[config.mk]
export PLATFORM = sky130hd
export DESIGN_NAME = rcservo_multi_flat
export DESIGN_NICKNAME = d
export VERILOG_FILES = /design/src/rtl/rcservo_multi_if.sv /design/src/rtl/rcservo_multi.sv /design/src/flat_wrapper.sv
export SDC_FILE = /design/constraint.sdc
export NUM_CORES = 2
export LEC_CHECK = 0
export ABC_AREA = 1
export CAP_MARGIN = 5
export CORE_AREA = 2 2 266 268
export CTS_BUF_LIST = sky130_fd_sc_hd__clkbuf_4
export DETAILED_ROUTE_END_ITERATION = 10
export DIE_AREA = 0 0 268 270
export GPL_ROUTABILITY_DRIVEN = 0
export PLACE_DENSITY = 0.87
export REMOVE_ABC_BUFFERS = 1
export SLEW_MARGIN = 15
export SYNTH_ARGS = -nofsm -noshare
export SYNTH_HDL_FRONTEND = slang
export SYNTH_SLANG_ARGS = --single-unit
[constraint.sdc]
create_clock -name clk -period 9.3 [get_ports clk]
set_input_delay 1.395 -clock clk [delete_from_list [all_inputs] [get_ports clk]]
set_output_delay 1.395 -clock clk [all_outputs]
set_load 0.05 [all_outputs]
[src/rtl/rcservo_multi_if.sv]
// rcservo_multi_if: command/feedback/pulse bundle of the multi-channel servo driver.
// master = controller side (drives enables and step commands),
// slave  = servo driver side (returns position feedback, pulses and frame marker).
interface rcservo_multi_if #(
  parameter int NUM_CH = 4
);
  logic [NUM_CH-1:0]    enable;
  logic [32*NUM_CH-1:0] jointFreqCmd;
  logic [32*NUM_CH-1:0] jointFeedback;
  logic [NUM_CH-1:0]    PWM;
  logic                 frame_start;

  modport master (
    output enable,
    output jointFreqCmd,
    input  jointFeedback,
    input  PWM,
    input  frame_start
  );

  modport slave (
    input  enable,
    input  jointFreqCmd,
    output jointFeedback,
    output PWM,
    output frame_start
  );
endinterface

[src/rtl/rcservo_multi.sv]
// rcservo_multi: multi-channel RC servo driver.
// Each channel integrates a signed step-frequency command into a saturating
// position counter; the position maps to a clamped pulse width that is latched
// once per frame. All channels share one frame counter so pulses start together.
// Optional feature macro: RCSERVO_SLEW_EN -- when defined, the latched width moves
// toward its target by at most SLEW_MAX per frame.
module rcservo_multi #(
  parameter int NUM_CH       = 4,
  parameter int SERVO_PERIOD = 480000,
  parameter int SERVO_CENTER = 72000,
  parameter int PULSE_MIN    = 48000,
  parameter int PULSE_MAX    = 96000,
  parameter int SCALE_SHIFT  = 6,
  parameter int POS_LIMIT    = 2000000,
  parameter int SLEW_MAX     = 200
) (
  input logic           clk,
  input logic           rst,
  rcservo_multi_if.slave bus
);

  // Refuse to elaborate with limits that cannot produce a valid pulse.
  if (!(PULSE_MIN <= SERVO_CENTER && SERVO_CENTER <= PULSE_MAX &&
        PULSE_MAX < SERVO_PERIOD && SLEW_MAX >= 0)) begin : g_bad_params
    $error("rcservo_multi: inconsistent pulse/period parameters");
  end

  localparam logic [31:0] FRAME_LAST = 32'(SERVO_PERIOD - 1);

  logic [31:0] frame_cnt_q, frame_cnt_d;
  logic        frame_start_q;
  logic        frame_last;

  // Next frame count: wrap to 0 after the last cycle of the frame.
  always_comb begin
    frame_last  = (frame_cnt_q == FRAME_LAST);
    frame_cnt_d = frame_last ? 32'd0 : frame_cnt_q + 32'd1;
  end

  // Shared frame counter and registered frame marker (aligned with PWM rising edges).
  always_ff @(posedge clk) begin
    if (rst) begin
      frame_cnt_q   <= 32'd0;
      frame_start_q <= 1'b0;
    end else begin
      frame_cnt_q   <= frame_cnt_d;
      frame_start_q <= (frame_cnt_q == 32'd0);
    end
  end

  assign bus.frame_start = frame_start_q;

  for (genvar gi = 0; gi < NUM_CH; gi++) begin : g_ch
    logic signed [31:0] cmd;
    logic        [31:0] mag;
    logic        [31:0] half;
    logic        [31:0] cnt_q, cnt_d;
    logic               phase_q, phase_d;
    logic signed [31:0] fb_q, fb_d;
    logic signed [31:0] fb_sh;
    logic signed [32:0] raw;
    logic        [31:0] target;
    logic        [31:0] width_q, width_d;
    logic               en_lat_q;
    logic               pwm_q;
`ifdef RCSERVO_SLEW_EN
    logic signed [31:0] diff;
`endif

    assign cmd = $signed(bus.jointFreqCmd[32*gi +: 32]);

    // Step generator, position feedback and frame-latched width target.
    always_comb begin
      // |cmd| with the most negative command saturating instead of wrapping.
      if (cmd[31]) begin
        mag = (cmd == 32'sh8000_0000) ? 32'h7FFF_FFFF : 32'(-cmd);
      end else begin
        mag = 32'(cmd);
      end
      half    = mag >> 1;
      cnt_d   = cnt_q;
      phase_d = phase_q;
      fb_d    = fb_q;
      if (bus.enable[gi] && cmd != 32'sd0) begin
        if (cnt_q >= half) begin
          cnt_d   = 32'd0;
          phase_d = ~phase_q;
          // A full step completes on the falling phase; steps past the limit are dropped.
          if (phase_q) begin
            if (!cmd[31] && fb_q < POS_LIMIT) begin
              fb_d = fb_q + 32'sd1;
            end else if (cmd[31] && fb_q > -POS_LIMIT) begin
              fb_d = fb_q - 32'sd1;
            end
          end
        end else begin
          cnt_d = cnt_q + 32'd1;
        end
      end

      // Width target from current position, in 33 bits so the offset cannot wrap.
      fb_sh = fb_q >>> SCALE_SHIFT;
      raw   = $signed(33'(SERVO_CENTER)) + $signed({fb_sh[31], fb_sh});
      if (raw < $signed(33'(PULSE_MIN))) begin
        target = 32'(PULSE_MIN);
      end else if (raw > $signed(33'(PULSE_MAX))) begin
        target = 32'(PULSE_MAX);
      end else begin
        target = raw[31:0];
      end

`ifdef RCSERVO_SLEW_EN
      // Approach the target by at most SLEW_MAX per frame.
      diff = $signed(target) - $signed(width_q);
      if (diff > SLEW_MAX) begin
        width_d = width_q + 32'(SLEW_MAX);
      end else if (diff < -SLEW_MAX) begin
        width_d = width_q - 32'(SLEW_MAX);
      end else begin
        width_d = target;
      end
`else
      width_d = target;
`endif
    end

    // Channel state; width/enable are only sampled on the last frame cycle so a pulse is never altered mid-frame.
    always_ff @(posedge clk) begin
      if (rst) begin
        cnt_q    <= 32'd0;
        phase_q  <= 1'b0;
        fb_q     <= 32'sd0;
        width_q  <= 32'(SERVO_CENTER);
        en_lat_q <= 1'b0;
        pwm_q    <= 1'b0;
      end else begin
        cnt_q   <= cnt_d;
        phase_q <= phase_d;
        fb_q    <= fb_d;
        pwm_q   <= en_lat_q && (frame_cnt_q < width_q);
        if (frame_last) begin
          width_q  <= width_d;
          en_lat_q <= bus.enable[gi];
        end
      end
    end

    assign bus.jointFeedback[32*gi +: 32] = fb_q;
    assign bus.PWM[gi]                    = pwm_q;
  end

endmodule

[src/flat_wrapper.sv]
// flat-port wrapper written by rule: the top's interface ports become plain ports
module rcservo_multi_flat 
#(
  parameter int NUM_CH       = 4,
  parameter int SERVO_PERIOD = 480000,
  parameter int SERVO_CENTER = 72000,
  parameter int PULSE_MIN    = 48000,
  parameter int PULSE_MAX    = 96000,
  parameter int SCALE_SHIFT  = 6,
  parameter int POS_LIMIT    = 2000000,
  parameter int SLEW_MAX     = 200
)
  (clk, rst, bus_enable, bus_jointFreqCmd, bus_jointFeedback, bus_PWM, bus_frame_start);
  rcservo_multi_if #(.NUM_CH(NUM_CH)) bus_i ();
  input logic clk;
  input logic rst;
  input wire logic [$bits(bus_i.enable)-1:0] bus_enable;
  input wire logic [$bits(bus_i.jointFreqCmd)-1:0] bus_jointFreqCmd;
  output wire logic [$bits(bus_i.jointFeedback)-1:0] bus_jointFeedback;
  output wire logic [$bits(bus_i.PWM)-1:0] bus_PWM;
  output wire logic [$bits(bus_i.frame_start)-1:0] bus_frame_start;
  assign bus_i.enable = bus_enable;
  assign bus_i.jointFreqCmd = bus_jointFreqCmd;
  assign bus_jointFeedback = bus_i.jointFeedback;
  assign bus_PWM = bus_i.PWM;
  assign bus_frame_start = bus_i.frame_start;
  rcservo_multi #(.NUM_CH(NUM_CH), .SERVO_PERIOD(SERVO_PERIOD), .SERVO_CENTER(SERVO_CENTER), .PULSE_MIN(PULSE_MIN), .PULSE_MAX(PULSE_MAX), .SCALE_SHIFT(SCALE_SHIFT), .POS_LIMIT(POS_LIMIT), .SLEW_MAX(SLEW_MAX)) u_core (.clk(clk), .rst(rst), .bus(bus_i));
endmodule
==> qor.yml <==
synth:
  synthDistinctLibCells: 67
  netlist_top_cells_count: "nand2_1, nor2_1, inv_1, a21oi_1, dfxtp_1"
  synth_seq_cells: 409
  synthCells: 6031
  synth_most_common_cell: "nand2_1"
  async_reset_ff_share_pct: 0
  synth_edf_count: 0
  syn_area_um2: 37900
  syn_avg_cell_area_um2: 6.29
  synth_warnings: 0
  synth.area.top_cells: "dfxtp_1, ha_1, nand2_1, nor2_1, a21oi_1"
  synth_top_area_share_pct: 21.6
  synth-main-ff-cell: "dfxtp_1"
  synth-seq-area-share_pct: 21.6
  synth_top_cell_by_area: "dfxtp_1"
routing:
  dr.pass1.iters: 11
  drcViolationCount: 2
  via_per_inst: 5.74
  dr.first_iter.drc_count: 3867
  ant_nets: 0
  vias: 42000
  drt-wirelength-per-cell_um: 15.6
  routed_wl_um: 114000
final_layout:
  fill_cells: 6397
  area_growth_pct: 12.4
  fin_cells: 7324
  final_layout_size_suffix_gt1_share_pct: 5.33
  fin_nets: 6826
floorplanning:
  coreArea_um2: 69500
  die_x_um: 268
  rows: 97
  io_pins: 267
  initial_utilization_pct: 54.5
  dieHeight_um: 270
  die_area_um2: 72400
sta:
  drv_slew: 0
  period_needed_ns: 6.66
  slew_headroom_pct: 36.2
  timing.fmax_mhz: 150
  finalSetupTns_ns: 0
  post-route-period-util_pct: 71.6
  hold_violations: 0
  grt_setup_unrepaired: "no"
  final-setup-viol-count: 0
  worst_pin_slew_ns: 0.957
  clock_skew_ns: 0.0598
  fin_hold_ws_ns: 0.439
cts:
  cts_root_buf: "clkbuf_4"
  htreeDepth: 3
  clkSlewWorstSetupHoldPaths_ns: 0.07
  numCtsBuffers: 114
  clockBufferDepth: 3
  cts.sinks: 409
  insertion_delay_ns: 0.93
  cts_tree: "yes"
  cts-resized-gates: 0
  postCtsSetupBuffers: 0
  hold_buffers: 0
critical_path:
  criticalPathCategory: "in -> reg"
  cp.arrival_ns: 7.48
  reg2reg_depth: 19
  endpoint_kind: "flop"
  worstPathRequired_ns: 10.12
  r2r-start: "u_core.g_ch[3].fb_q[31]"
  start_kind: "input pin"
  reg2reg_to: "u_core.g_ch[3].fb_q[18]"
  critPathMaxFanout: 51
  r2r_slack_ns: 4.84
global_routing:
  track_usage_pct: 30.5
  grt_pass1_vias: 38500
  grt-ovfl-total: 0
  antenna_found_initial: 2
  grt_max_degree: 87
  grt_pass1_wl_um: 185000
job:
  cap_viol_max_count: 0
placement:
  dp.cells: 7120
  port_buffers: 266
  dp_hpwl_um: 88100
outcome:
  violations: "DRC"
  outcome: "finished with violations"
worst_hold_path:
  worstHoldStart: "u_core.g_ch[3].width_q[24]"
  hold_path_class: "reg -> reg"
  hold_path_depth: 2
  holdPathEnd: "u_core.g_ch[3].width_q[24]"
pwr:
  power_mw: 3.90
  ir_drop_mv: 0.0878
  powerDensity_nw_per_um2: 91.4
  power.leakage_nw: 19.0
[stage by stage]
step / cell area [um^2] / utilization (%) / setup slack [ns]
floorplan: 37200 / - / 3.98
global placement: 41200 / 59.2 / 2.12
detailed placement: 41200 / 59.2 / 1.90
CTS: 42600 / 61.3 / 2.86
global route: 42600 / 61.3 / 2.28
finish: 42600 / 61.3 / 2.64
[layer usage]
metal  track usage (%)  wire, um
met5                 0         0
met4              15.3      5510
met3              6.07     10300
met2              49.6     51700
met1              38.2     46900
[critical path, stage by stage]
cell and delay, ns:
clkdlybuf4s50_1 0.45, buf_4 0.28, clkinv_1 0.65, nor3_1 0.52, inv_1 0.25, o22ai_1 0.23, a21oi_1 0.07, ha_1 0.29
nand2_1 0.06, nor3_1 0.20, nor3b_1 0.39, and3_1 0.27, nand3_1 0.08, nand3_1 0.57, nand3_2 0.90, inv_2 0.56
nand2_1 0.11, a21oi_1 0.16
[report_power, final]
group | leakage [nW] | total (mW) | internal [mW] | switching [mW]
clock | 0.831 | 1.66 | 0.837 | 0.818
combinational | 14.9 | 0.477 | 0.182 | 0.295
sequential | 3.30 | 1.76 | 1.76 | 0.00769
total | 19.0 | 3.90 | 2.78 | 1.12
[kinds of logic (layout without fill, tap and decap cells)]
family | after synthesis | after routing | synth area share (%)
other cells | 0 | 6 | 0
simple gates | 3074 | 3074 | 35.6
fa+ha+maj | 396 | 396 | 13.1
buf+inv | 844 | 1191 | 8.82
compound gates | 1048 | 1048 | 14.9
flops | 409 | 409 | 21.6
xor+xnor | 260 | 260 | 6.01
[final cells by class]
| cell class | instances | area (um^2) | share of cell area (%) |
|---|---|---|---|
| Clock inverter | 32 | 164 | 0.385 |
| Inverter | 712 | 2670 | 6.27 |
| Antenna cell | 6 | 15.0 | 0.0352 |
| Sequential cell | 409 | 8190 | 19.2 |
| Clock buffer | 166 | 1250 | 2.92 |
| Timing Repair Buffer | 281 | 2770 | 6.51 |
| Tap cell | 940 | 1180 | 2.76 |
| Multi-Input combinational cell | 4778 | 26400 | 61.9 |
[sequential cells by signal, indices dropped and copies added (netlist names)]
signal                  cells
u_core.bus.frame_start      1
u_core.frame_cnt_q         32
u_core.g_ch.cnt_q         128
u_core.g_ch.en_lat_q        4
u_core.g_ch.fb_q          128
u_core.g_ch.phase_q         4
u_core.g_ch.pwm_q           4
u_core.g_ch.width_q       108
[how the worst max path moves through the flow]
| stage | from | endpoint | slack (ns) | cells past startpoint |
|---|---|---|---|---|
| CTS | bus_jointFreqCmd[127] | u_core.g_ch[3].fb_q[26] | 2.86 | 18 |
| detailed placement | bus_jointFreqCmd[127] | u_core.g_ch[3].fb_q[27] | 1.90 | 19 |
| finish | bus_jointFreqCmd[127] | u_core.g_ch[3].fb_q[26] | 2.64 | 18 |
| floorplan | bus_jointFreqCmd[65] | u_core.g_ch[2].fb_q[29] | 3.98 | 25 |
| global placement | bus_jointFreqCmd[127] | u_core.g_ch[3].fb_q[27] | 2.12 | 19 |
| global route | bus_jointFreqCmd[127] | u_core.g_ch[3].fb_q[27] | 2.28 | 19 |
[placed cells by master (no fill, tap or decap), types with 5 or more instances in the layout]
cell type / Yosys / final
nand2_2: 28 / 28
xor2_1: 199 / 199
a21boi_0: 7 / 7
o31ai_1: 17 / 17
diode_2: 0 / 6
clkdlybuf4s50_1: 0 / 265
o21bai_1: 12 / 12
nand2_1: 1306 / 1306
ha_1: 392 / 392
clkinv_1: 4 / 27
nand3b_1: 15 / 15
clkbuf_4: 0 / 166
a21o_1: 23 / 23
nor3_1: 217 / 217
nor2_2: 21 / 22
nor2_4: 8 / 8
and2_1: 6 / 6
nor4_1: 44 / 44
o2111ai_1: 6 / 6
inv_2: 30 / 31
nand2_4: 5 / 5
o21ai_1: 30 / 30
a21oi_1: 554 / 554
o21ai_0: 308 / 308
nand3_1: 335 / 335
a211oi_1: 5 / 5
buf_4: 15 / 16
nor3b_1: 19 / 19
o21a_1: 21 / 21
o211ai_1: 14 / 14
nor3_2: 17 / 17
xnor2_1: 61 / 61
nor2_1: 846 / 845
o22ai_1: 8 / 8
dfxtp_1: 409 / 409
a31oi_1: 21 / 21
nand4_1: 163 / 163
nand3_2: 17 / 17
inv_1: 678 / 678
No activity file was read; power rests on OpenSTA's default activity.
